===== config.mk =====
export PLATFORM = sky130hd
export DESIGN_NAME = hex7seg_mux
export DESIGN_NICKNAME = d
export VERILOG_FILES = /design/src/rtl/hex7seg_mux.sv
export SDC_FILE = /design/constraint.sdc
export NUM_CORES = 1
export LEC_CHECK = 0
export ABC_AREA = 1
export BUFFER_PORTS_ARGS = -buffer_cell sky130_fd_sc_hd__buf_2
export CAP_MARGIN = 0
export CORE_MARGIN = 5
export CORE_UTILIZATION = 35
export DETAILED_ROUTE_END_ITERATION = 10
export GPL_TIMING_DRIVEN = 0
export MAX_ROUTING_LAYER = met4
export SYNTH_ARGS = -nofsm -noshare
export SYNTH_HDL_FRONTEND = slang
export SYNTH_SLANG_ARGS = --single-unit

===== constraint.sdc =====
create_clock -name clk_i -period 2 [get_ports clk_i]
set_clock_uncertainty 0.05 [all_clocks]
set_input_delay 0.3 -clock clk_i [delete_from_list [all_inputs] [get_ports clk_i]]
set_output_delay 0.3 -clock clk_i [all_outputs]
set_load 0.01 [all_outputs]

===== src/rtl/hex7seg_mux.sv =====
// Time-multiplexed hex seven-segment driver: shadowed display contents,
// BLANK/SHOW digit scan with dark gaps, registered polarity-adjusted outputs.
module hex7seg_mux #(
  parameter int NUM_DIGITS   = 4,
  parameter int REFRESH_DIV  = 100000,
  parameter int BLANK_CYCLES = 16,
  parameter bit ACTIVE_LOW   = 1'b1
) (
  input  logic                    clk_i,
  input  logic                    rst_i,
  input  logic [4*NUM_DIGITS-1:0] value_i,
  input  logic [NUM_DIGITS-1:0]   dp_i,
  input  logic [NUM_DIGITS-1:0]   digit_en_i,
  input  logic                    lzb_i,
  input  logic                    load_i,
  output logic [6:0]              seg_o,
  output logic                    dp_o,
  output logic [NUM_DIGITS-1:0]   an_o,
  output logic                    frame_o
);

  localparam int IDX_W   = (NUM_DIGITS > 1) ? $clog2(NUM_DIGITS) : 1;
  localparam int CNT_MAX = (REFRESH_DIV > BLANK_CYCLES) ? REFRESH_DIV : BLANK_CYCLES;
  localparam int CNT_W   = $clog2(CNT_MAX);

  localparam logic [IDX_W-1:0]      IDX_LAST = IDX_W'(NUM_DIGITS - 1);
  localparam logic [CNT_W-1:0]      SHOW_TC  = CNT_W'(REFRESH_DIV - 1);
  localparam logic [CNT_W-1:0]      BLANK_TC = CNT_W'(BLANK_CYCLES - 1);
  localparam logic [NUM_DIGITS-1:0] AN_OFF   = {NUM_DIGITS{ACTIVE_LOW}};
  localparam logic [6:0]            SEG_OFF  = {7{ACTIVE_LOW}};

  typedef enum logic {ST_BLANK, ST_SHOW} state_t;

  // Display contents, bit0 = A ... bit6 = G, active-high.
  function automatic logic [6:0] font(input logic [3:0] nib);
    case (nib)
      4'h0: font = 7'h3F;
      4'h1: font = 7'h06;
      4'h2: font = 7'h5B;
      4'h3: font = 7'h4F;
      4'h4: font = 7'h66;
      4'h5: font = 7'h6D;
      4'h6: font = 7'h7D;
      4'h7: font = 7'h07;
      4'h8: font = 7'h7F;
      4'h9: font = 7'h6F;
      4'hA: font = 7'h77;
      4'hB: font = 7'h7C;
      4'hC: font = 7'h39;
      4'hD: font = 7'h5E;
      4'hE: font = 7'h79;
      default: font = 7'h71;
    endcase
  endfunction

  logic [4*NUM_DIGITS-1:0] r_value;
  logic [NUM_DIGITS-1:0]   r_dp;
  logic [NUM_DIGITS-1:0]   r_en;
  logic                    r_lzb;

  state_t                  r_state, w_state_nxt;
  logic [CNT_W-1:0]        r_cnt, w_cnt_nxt;
  logic [IDX_W-1:0]        r_idx, w_idx_nxt;

  logic [NUM_DIGITS-1:0]   w_vis;
  logic [NUM_DIGITS-1:0]   w_sel;
  logic [3:0]              w_nib;
  logic                    w_dp_sel;
  logic                    w_vis_sel;
  logic                    w_lit;

  logic [6:0]              r_seg;
  logic                    r_dp_o;
  logic [NUM_DIGITS-1:0]   r_an;
  logic                    r_frame;

  // NOTE: the shadow is a handful of flops, not a memory, so it is reset
  // explicitly; a display must come up dark, not showing power-on garbage.
  always_ff @(posedge clk_i) begin
    if (rst_i) begin
      r_value <= '0;
      r_dp    <= '0;
      r_en    <= '0;
      r_lzb   <= 1'b0;
    end else if (load_i) begin
      r_value <= value_i;
      r_dp    <= dp_i;
      r_en    <= digit_en_i;
      r_lzb   <= lzb_i;
    end
  end

  // NOTE: sequential state uses non-blocking assignments only, so every
  // flop samples pre-edge values regardless of block ordering.
  always_ff @(posedge clk_i) begin
    if (rst_i) begin
      r_state <= ST_BLANK;
      r_cnt   <= '0;
      r_idx   <= IDX_LAST;
    end else begin
      r_state <= w_state_nxt;
      r_cnt   <= w_cnt_nxt;
      r_idx   <= w_idx_nxt;
    end
  end

  // NOTE: every combinational output gets a default first so no path
  // through the case leaves a variable unassigned (which would infer a latch).
  always_comb begin
    w_state_nxt = r_state;
    w_cnt_nxt   = r_cnt + CNT_W'(1);
    w_idx_nxt   = r_idx;
    case (r_state)
      ST_BLANK: begin
        if (r_cnt == BLANK_TC) begin
          w_state_nxt = ST_SHOW;
          w_cnt_nxt   = '0;
          w_idx_nxt   = (r_idx == IDX_LAST) ? '0 : r_idx + IDX_W'(1);
        end
      end
      default: begin
        if (r_cnt == SHOW_TC) begin
          w_state_nxt = ST_BLANK;
          w_cnt_nxt   = '0;
        end
      end
    endcase
  end

  // A digit is visible when enabled and not swallowed by leading-zero blanking.
  always_comb begin
    logic zero_run;
    w_vis    = '0;
    zero_run = 1'b1;
    for (int i = NUM_DIGITS - 1; i >= 0; i--) begin
      zero_run = zero_run && (r_value[4*i +: 4] == 4'h0);
      w_vis[i] = r_en[i] && !(r_lzb && (i != 0) && zero_run);
    end
  end

  always_comb begin
    w_sel     = '0;
    w_nib     = 4'h0;
    w_dp_sel  = 1'b0;
    w_vis_sel = 1'b0;
    for (int i = 0; i < NUM_DIGITS; i++) begin
      if (r_idx == IDX_W'(i)) begin
        w_sel[i]  = 1'b1;
        w_nib     = r_value[4*i +: 4];
        w_dp_sel  = r_dp[i];
        w_vis_sel = w_vis[i];
      end
    end
  end

  assign w_lit = (r_state == ST_SHOW) && w_vis_sel;

  always_ff @(posedge clk_i) begin
    if (rst_i) begin
      r_an    <= AN_OFF;
      r_seg   <= SEG_OFF;
      r_dp_o  <= ACTIVE_LOW;
      r_frame <= 1'b0;
    end else begin
      r_an    <= (w_lit ? w_sel : '0) ^ AN_OFF;
      r_seg   <= (w_lit ? font(w_nib) : 7'h00) ^ SEG_OFF;
      r_dp_o  <= (w_lit && w_dp_sel) ^ ACTIVE_LOW;
      r_frame <= w_lit && (r_idx == '0) && (r_cnt == '0);
    end
  end

  assign an_o    = r_an;
  assign seg_o   = r_seg;
  assign dp_o    = r_dp_o;
  assign frame_o = r_frame;

endmodule

== Word-level counts from Yosys, hierarchy flattened ==
Memories as Yosys holds them, arrays and structs flattened.
Cells that the tools add are included.
Word-level totals
  register bits after elaboration: 58
  bits in latches: 0
  memory bits (writable): 0
  memory bits (read-only): 112
  input port bits: 28
  logic and storage cells: 70
  memories: 1
Memories
  (name not given): words 16, bits a word 7, rd ports 1, clocked after Yosys merged registers in 0, write ports 0, RTL line 36  | case (nib)
Cells by class
  add/sub/neg operators: 2
  multiply operators: 0
  divide/modulo/power cells: 0
  magnitude comparators: 0
  equality and inequality tests: 5
  shift operators: 0
  muxes and demuxes: 26
  bitwise logic cells: 4
  reduce and logical (&&, ||, !) cells: 21
Operator list (count)
  $mux W17: 3
  $mux W4: 5
  $add A17 B1 Y17 const B: 1
  $eq A17 B17 Y1 const B: 1
  $eq A17 B4 Y1 const B: 1
  $logic_not A17 Y1: 1
  $mux W1: 15
  $mux W7: 2
  $logic_and A1 B1 Y1: 12
  $logic_not A4 Y1: 3
  $not A7 Y7: 1
  $eq A2 B2 Y1 const B: 2
  $not A4 Y4: 1
  $logic_not A1 Y1: 3
  $add A2 B1 Y2 const B: 1
  $eq A2 B1 Y1 const B: 1
  $logic_not A2 Y1: 1
  $mux W2: 1
  $not A1 Y1: 2
  $reduce_and A2 Y1: 1

== Longest topological paths before layout ==
  word-level depth: 12
  gate-level depth with buffers: 16

== Worst setup path before layout ==
No wires, ideal clock.
  path type: register to register
  start point: register r_idx[0]
  end point: register r_seg[3], in the netlist seg_o[3]
  setup time: 0.120 ns
  arrival: 1.709 ns
  setup slack: 0.122 ns
  cell stages (with the launch flop): 15
  buffers on the path: 1
  path through: dfxtp_1 inv_1 ha_1 buf_6 a21oi_1 nand2_1 nand2_2 inv_1 ha_1 nand3_1 nand2_1 nand2_1 nand2_1 nor2_1 nand2_1
On the way
  longest elaborated chain between the ends: 9
  elaborated cells between the ends (all ways): 17
  those cells by class: eq/ne (3); mux (10); bitwise (1); reduce/logical (2); memory (1)
RTL lines
  start: declaration: RTL line 63  | logic [IDX_W-1:0] r_idx, w_idx_nxt;
  start signal: assignment: RTL line 103  | r_idx <= w_idx_nxt;
  $logic_not A2 Y1: RTL line 147  | if (r_idx == IDX_W'(i)) begin
  $mux W4 (4 in a row): RTL line 147
  $mem_v2 Z16 W7
  $mux W7: RTL line 159  | if (rst_i) begin
  $mux W7 (*): RTL line 166  | r_seg <= (w_lit ? font(w_nib) : 7'h00) ^ SEG_OFF;
  $not A7 Y7 (no source line) (*)
  end signal: assignment: RTL line 166
  end: declaration: RTL line 72  | logic [6:0] r_seg;
Mark *: on every way between the ends. The rest lies on a longest branch, timed or not. The select of a mux whose other input is x is not followed.
A chain may end at the register's enable or synchronous reset.

== Worst setup path in the final report ==
  start point: register r_idx[0]
  end point: register r_seg[4], in the netlist seg_o[4]
The elaborated chain is that of the path after synthesis.

==> results.txt <==
----------------------------------------------------
[Timing]
  Max transition margin ... 0.6159
  Minimum clock period after layout ... 1912 ps
  Total count of hold-check failures in the final report ... 0
  Crit share post-route ... 0.9560
  Count of pins over their slew limit ... 0
  Total Neg Setup Slack ... 0 ps
  Total of endpoints with negative setup slack in the final report ... 0
  Maximum clock frequency ... 523.0 MHz
  Slew at the pin closest to its max-slew limit ... 570.9 ps
  Final worst hold slack ... 127.1 ps

[Clocking]
  CTS clock-pin slew for the worst setup and hold paths ... 80 ps
  CTS tree ... done
  Post-CTS Hold Buffers ... 0
  Buffer type at the clock tree root ... sky130_fd_sc_hd__clkbuf_8
  Number of H-tree levels ... 3
  Count of clock tree sinks ... 58
  Maximum number of buffers from clock root to sink ... 2
  Worst skew pair latency ... 340 ps
  Total CTS buffers ... 9

[Floorplanning]
  Row cnt ... 33
  Placeable Area ... 8175 sq um
  Initial core utilization ... 0.3577
  Die width ... 101.4 um
  Die extent in y ... 101.4 um
  Area of the die ... 10,280 sq um
  # IOs ... 41

[Yosys]
  Post-Syn Area ... 2924 sq um
  Number of library cell types mapped by synthesis ... 34
  Synthesized area per cell ... 7.220 sq um
  Synth Instances ... 405
  Register area share after synthesis ... 0.3971
  Total nets after synthesis ... 445
  Synth warnings ... 0
  Number of synthesized register bits ... 58

[Global routing]
  Pin count of the biggest net entering global routing ... 12
  First-pass GRT wire length ... 12.10 mm
  Total congestion overflow ... 0
  Overall track demand over capacity in global routing ... 0.1503
  Via count of the first global-routing pass ... 2,660
  Number of antenna violations at the first check in global routing ... 0

[Worst setup path]
  Required time of the worst setup path ... 2160 ps
  Worst reg-to-reg setup slack ... 90 ps
  Data arrival time at the worst-slack endpoint ... 2080 ps
  Critical Path Sink ... seg_o[4]$_SDFF_PP1_
  Origin of the worst setup path ... r_idx[0]$_SDFFE_PP1P_
  Number of cell instances on the worst register-to-register path ... 14
  Element type at the critical path end ... flop
  WS Path Type ... flop to flop
  Highest net fanout along the worst path ... 6
  Worst reg2reg endpoint ... seg_o[4]$_SDFF_PP1_
  Critical R2R Launch ... r_idx[0]$_SDFFE_PP1P_
  CP Launch Type ... flop

[Layout]
  Sequential cell area ... 1169 sq um
  Area of the multi-input gates ... 1723 sq um
  Fin nets ... 507
  Filler cells ... 834
  Area added between synthesis and finish ... 29.74%
  Antenna fix cells ... 0
  Share of final-layout standard cells stronger than drive strength 1 ... 0.2924

[Placement]
  Routability cong. ... 0.9244
  IO buf count ... 40
  Post-detailed-placement half-perimeter wirelength ... 5.297 mm

[Detailed routing]
  Vias ... 2,732
  1st-pass router iterations ... 4
  Total length of routed wires ... 7.336 mm
  Number of nets still failing antenna checks after routing ... 0
  Vias per inst ... 4.735
  DRC violations left ... 0
  Number of DRC markers after the initial detailed-route iteration ... 94
  Wire length per cell after detailed routing ... 12.71 um

[Power]
  Reported leakage power ... 1.564 nW
  IR Drop Worst-Case VDD ... 0.0003617 V
  Power density cells ... 715.6 nW/um^2

[Worst hold path]
  Worst min path class ... input pin to flop

[Run status]
  Status ... finished, final reports clean

[Flow run]
  Max Cap Violations ... 0

----------------------------------------------------
## state kept, by name, indices dropped and copies added, names as in the netlist
| signal | cells |
|---|---|
| r_cnt | 17 |
| r_value | 16 |
| seg_o | 7 |
| an_o | 4 |
| r_dp | 4 |
| r_en | 4 |
| r_idx | 2 |
| dp_o | 1 |
| frame_o | 1 |
| r_lzb | 1 |
| r_state | 1 |
## cell type report
type,instances,area share
Clock buffer,10,0.03628
Multi-Input combinational cell,294,0.4542
Buffer,13,0.02474
Sequential cell,58,0.3080
Clock inverter,6,0.02342
Tap cell,105,0.03463
Timing Repair Buffer,51,0.07586
Inverter,40,0.04288
## worst min path at each step
| stage | start | endpoint | slack, ps | depth (start not counted) |
|---|---|---|---|---|
| after floorplan | rst_i | r_cnt[2]$_SDFF_PP0_ | 330 | 1 |
| after global placement | r_cnt[0]$_SDFF_PP0_ | r_cnt[0]$_SDFF_PP0_ | 380 | 1 |
| after detailed placement | r_cnt[0]$_SDFF_PP0_ | r_cnt[0]$_SDFF_PP0_ | 400 | 1 |
| after CTS | value_i[0] | r_value[0]$_SDFFE_PP0P_ | 120 | 3 |
| after global routing | digit_en_i[1] | r_en[1]$_SDFFE_PP0P_ | 140 | 3 |
| final | value_i[0] | r_value[0]$_SDFFE_PP0P_ | 130 | 3 |
## cells in the mapped netlist
master | number | area share
sky130_fd_sc_hd__nand2_2 | 8 | 0.017
sky130_fd_sc_hd__o31ai_1 | 1 | 0.0026
sky130_fd_sc_hd__xor2_1 | 10 | 0.030
sky130_fd_sc_hd__a21oi_4 | 2 | 0.011
sky130_fd_sc_hd__and2_2 | 1 | 0.0026
sky130_fd_sc_hd__o21ai_0 | 28 | 0.048
sky130_fd_sc_hd__buf_6 | 3 | 0.012
sky130_fd_sc_hd__inv_2 | 6 | 0.0077
sky130_fd_sc_hd__buf_4 | 2 | 0.0051
sky130_fd_sc_hd__o21ai_1 | 2 | 0.0034
sky130_fd_sc_hd__nor2_4 | 1 | 0.0039
sky130_fd_sc_hd__a21oi_2 | 3 | 0.0090
sky130_fd_sc_hd__nor3_2 | 2 | 0.0068
sky130_fd_sc_hd__buf_1 | 1 | 0.0013
sky130_fd_sc_hd__nor3_1 | 4 | 0.0068
sky130_fd_sc_hd__inv_1 | 33 | 0.042
sky130_fd_sc_hd__nand4_1 | 10 | 0.021
sky130_fd_sc_hd__o211ai_1 | 1 | 0.0026
sky130_fd_sc_hd__nor2_1 | 82 | 0.11
sky130_fd_sc_hd__ha_1 | 12 | 0.051
sky130_fd_sc_hd__dfxtp_1 | 58 | 0.40
sky130_fd_sc_hd__nand2_4 | 1 | 0.0039
sky130_fd_sc_hd__clkbuf_1 | 7 | 0.0090
sky130_fd_sc_hd__nand3_2 | 1 | 0.0034
sky130_fd_sc_hd__xnor2_1 | 1 | 0.0030
sky130_fd_sc_hd__nor2_2 | 4 | 0.0086
sky130_fd_sc_hd__a21oi_1 | 19 | 0.033
sky130_fd_sc_hd__nor3b_1 | 1 | 0.0026
sky130_fd_sc_hd__nand3_1 | 28 | 0.048
sky130_fd_sc_hd__nor4_1 | 2 | 0.0043
sky130_fd_sc_hd__and2_1 | 1 | 0.0021
sky130_fd_sc_hd__o21bai_4 | 1 | 0.0064
sky130_fd_sc_hd__nand2_1 | 68 | 0.087
sky130_fd_sc_hd__inv_4 | 1 | 0.0021
## logic make-up after synthesis
kind of cell,Yosys count,synth area share
AO/OA/AOI/OAI,57,0.1155
adder cells (fa/ha/maj),12,0.05135
XOR/XNOR,11,0.03295
AND/OR/NAND/NOR,214,0.3239
flip-flops,58,0.3971
buffers and inverters,53,0.07916
## cell usage in the layout, fill, tap and decap left out, types with 7 or more instances in the layout
cell type,n
sky130_fd_sc_hd__nor2_1,80
sky130_fd_sc_hd__nand2_1,59
sky130_fd_sc_hd__dfxtp_1,56
sky130_fd_sc_hd__buf_2,41
sky130_fd_sc_hd__inv_1,29
sky130_fd_sc_hd__o21ai_0,28
sky130_fd_sc_hd__nand3_1,21
sky130_fd_sc_hd__a21oi_1,17
sky130_fd_sc_hd__nand2_2,14
sky130_fd_sc_hd__xor2_1,10
sky130_fd_sc_hd__nand4_1,10
sky130_fd_sc_hd__clkbuf_8,10
sky130_fd_sc_hd__buf_4,8
sky130_fd_sc_hd__inv_2,7
sky130_fd_sc_hd__nand3_2,7
sky130_fd_sc_hd__clkbuf_1,7
## report_power, final
group	total, mW	switching [mW]	internal [mW]
Combinational	0.251	0.152	0.0996
Clock	1.25	0.510	0.738
Sequential	1.22	0.0244	1.19
Total	2.71	0.686	2.03
## per-stage QoR
step	setup slack (ps)	utilization	std cells	power, mW	cell area (sq um)
after detailed placement	-136.5	0.3982	550	1.460	3256
after floorplan	121.9	-	405	1.386	2924
final	87.91	0.4640	577	2.715	3794
after global routing	-47.70	0.4640	577	2.826	3794
after global placement	-106.1	0.3982	550	1.454	3256
after CTS	1.376	0.4291	567	2.696	3508
## critical path, stage by stage, from the launching register on
cell,delay [ps]
sky130_fd_sc_hd__dfxtp_4,390
sky130_fd_sc_hd__inv_4,60
sky130_fd_sc_hd__ha_4,150
sky130_fd_sc_hd__buf_6,130
sky130_fd_sc_hd__buf_6,110
sky130_fd_sc_hd__nand3_2,60
sky130_fd_sc_hd__nand2_1,50
sky130_fd_sc_hd__nand2_1,80
sky130_fd_sc_hd__nand2_2,110
sky130_fd_sc_hd__ha_4,190
sky130_fd_sc_hd__buf_4,130
sky130_fd_sc_hd__nand3_2,70
sky130_fd_sc_hd__nand2_2,50
sky130_fd_sc_hd__nor2_2,90
sky130_fd_sc_hd__nand2_1,60
## layer usage
metal	wire length, um	track usage
met4	98	0.05010
met5	0	-
met1	3401	0.1938
met3	285	0.02893
met2	3551	0.2364
## timing repair
action / in CTS / in global routing
endpoints found under the setup margin: 5 / 7
buffers inserted: 1 / 9
gates resized for setup: 8 / 50
pin swaps: 1 / 17
gates cloned: 0 / 1
hold endpoints to repair: 0 / 0
No activity file was read; power rests on OpenSTA's default activity.
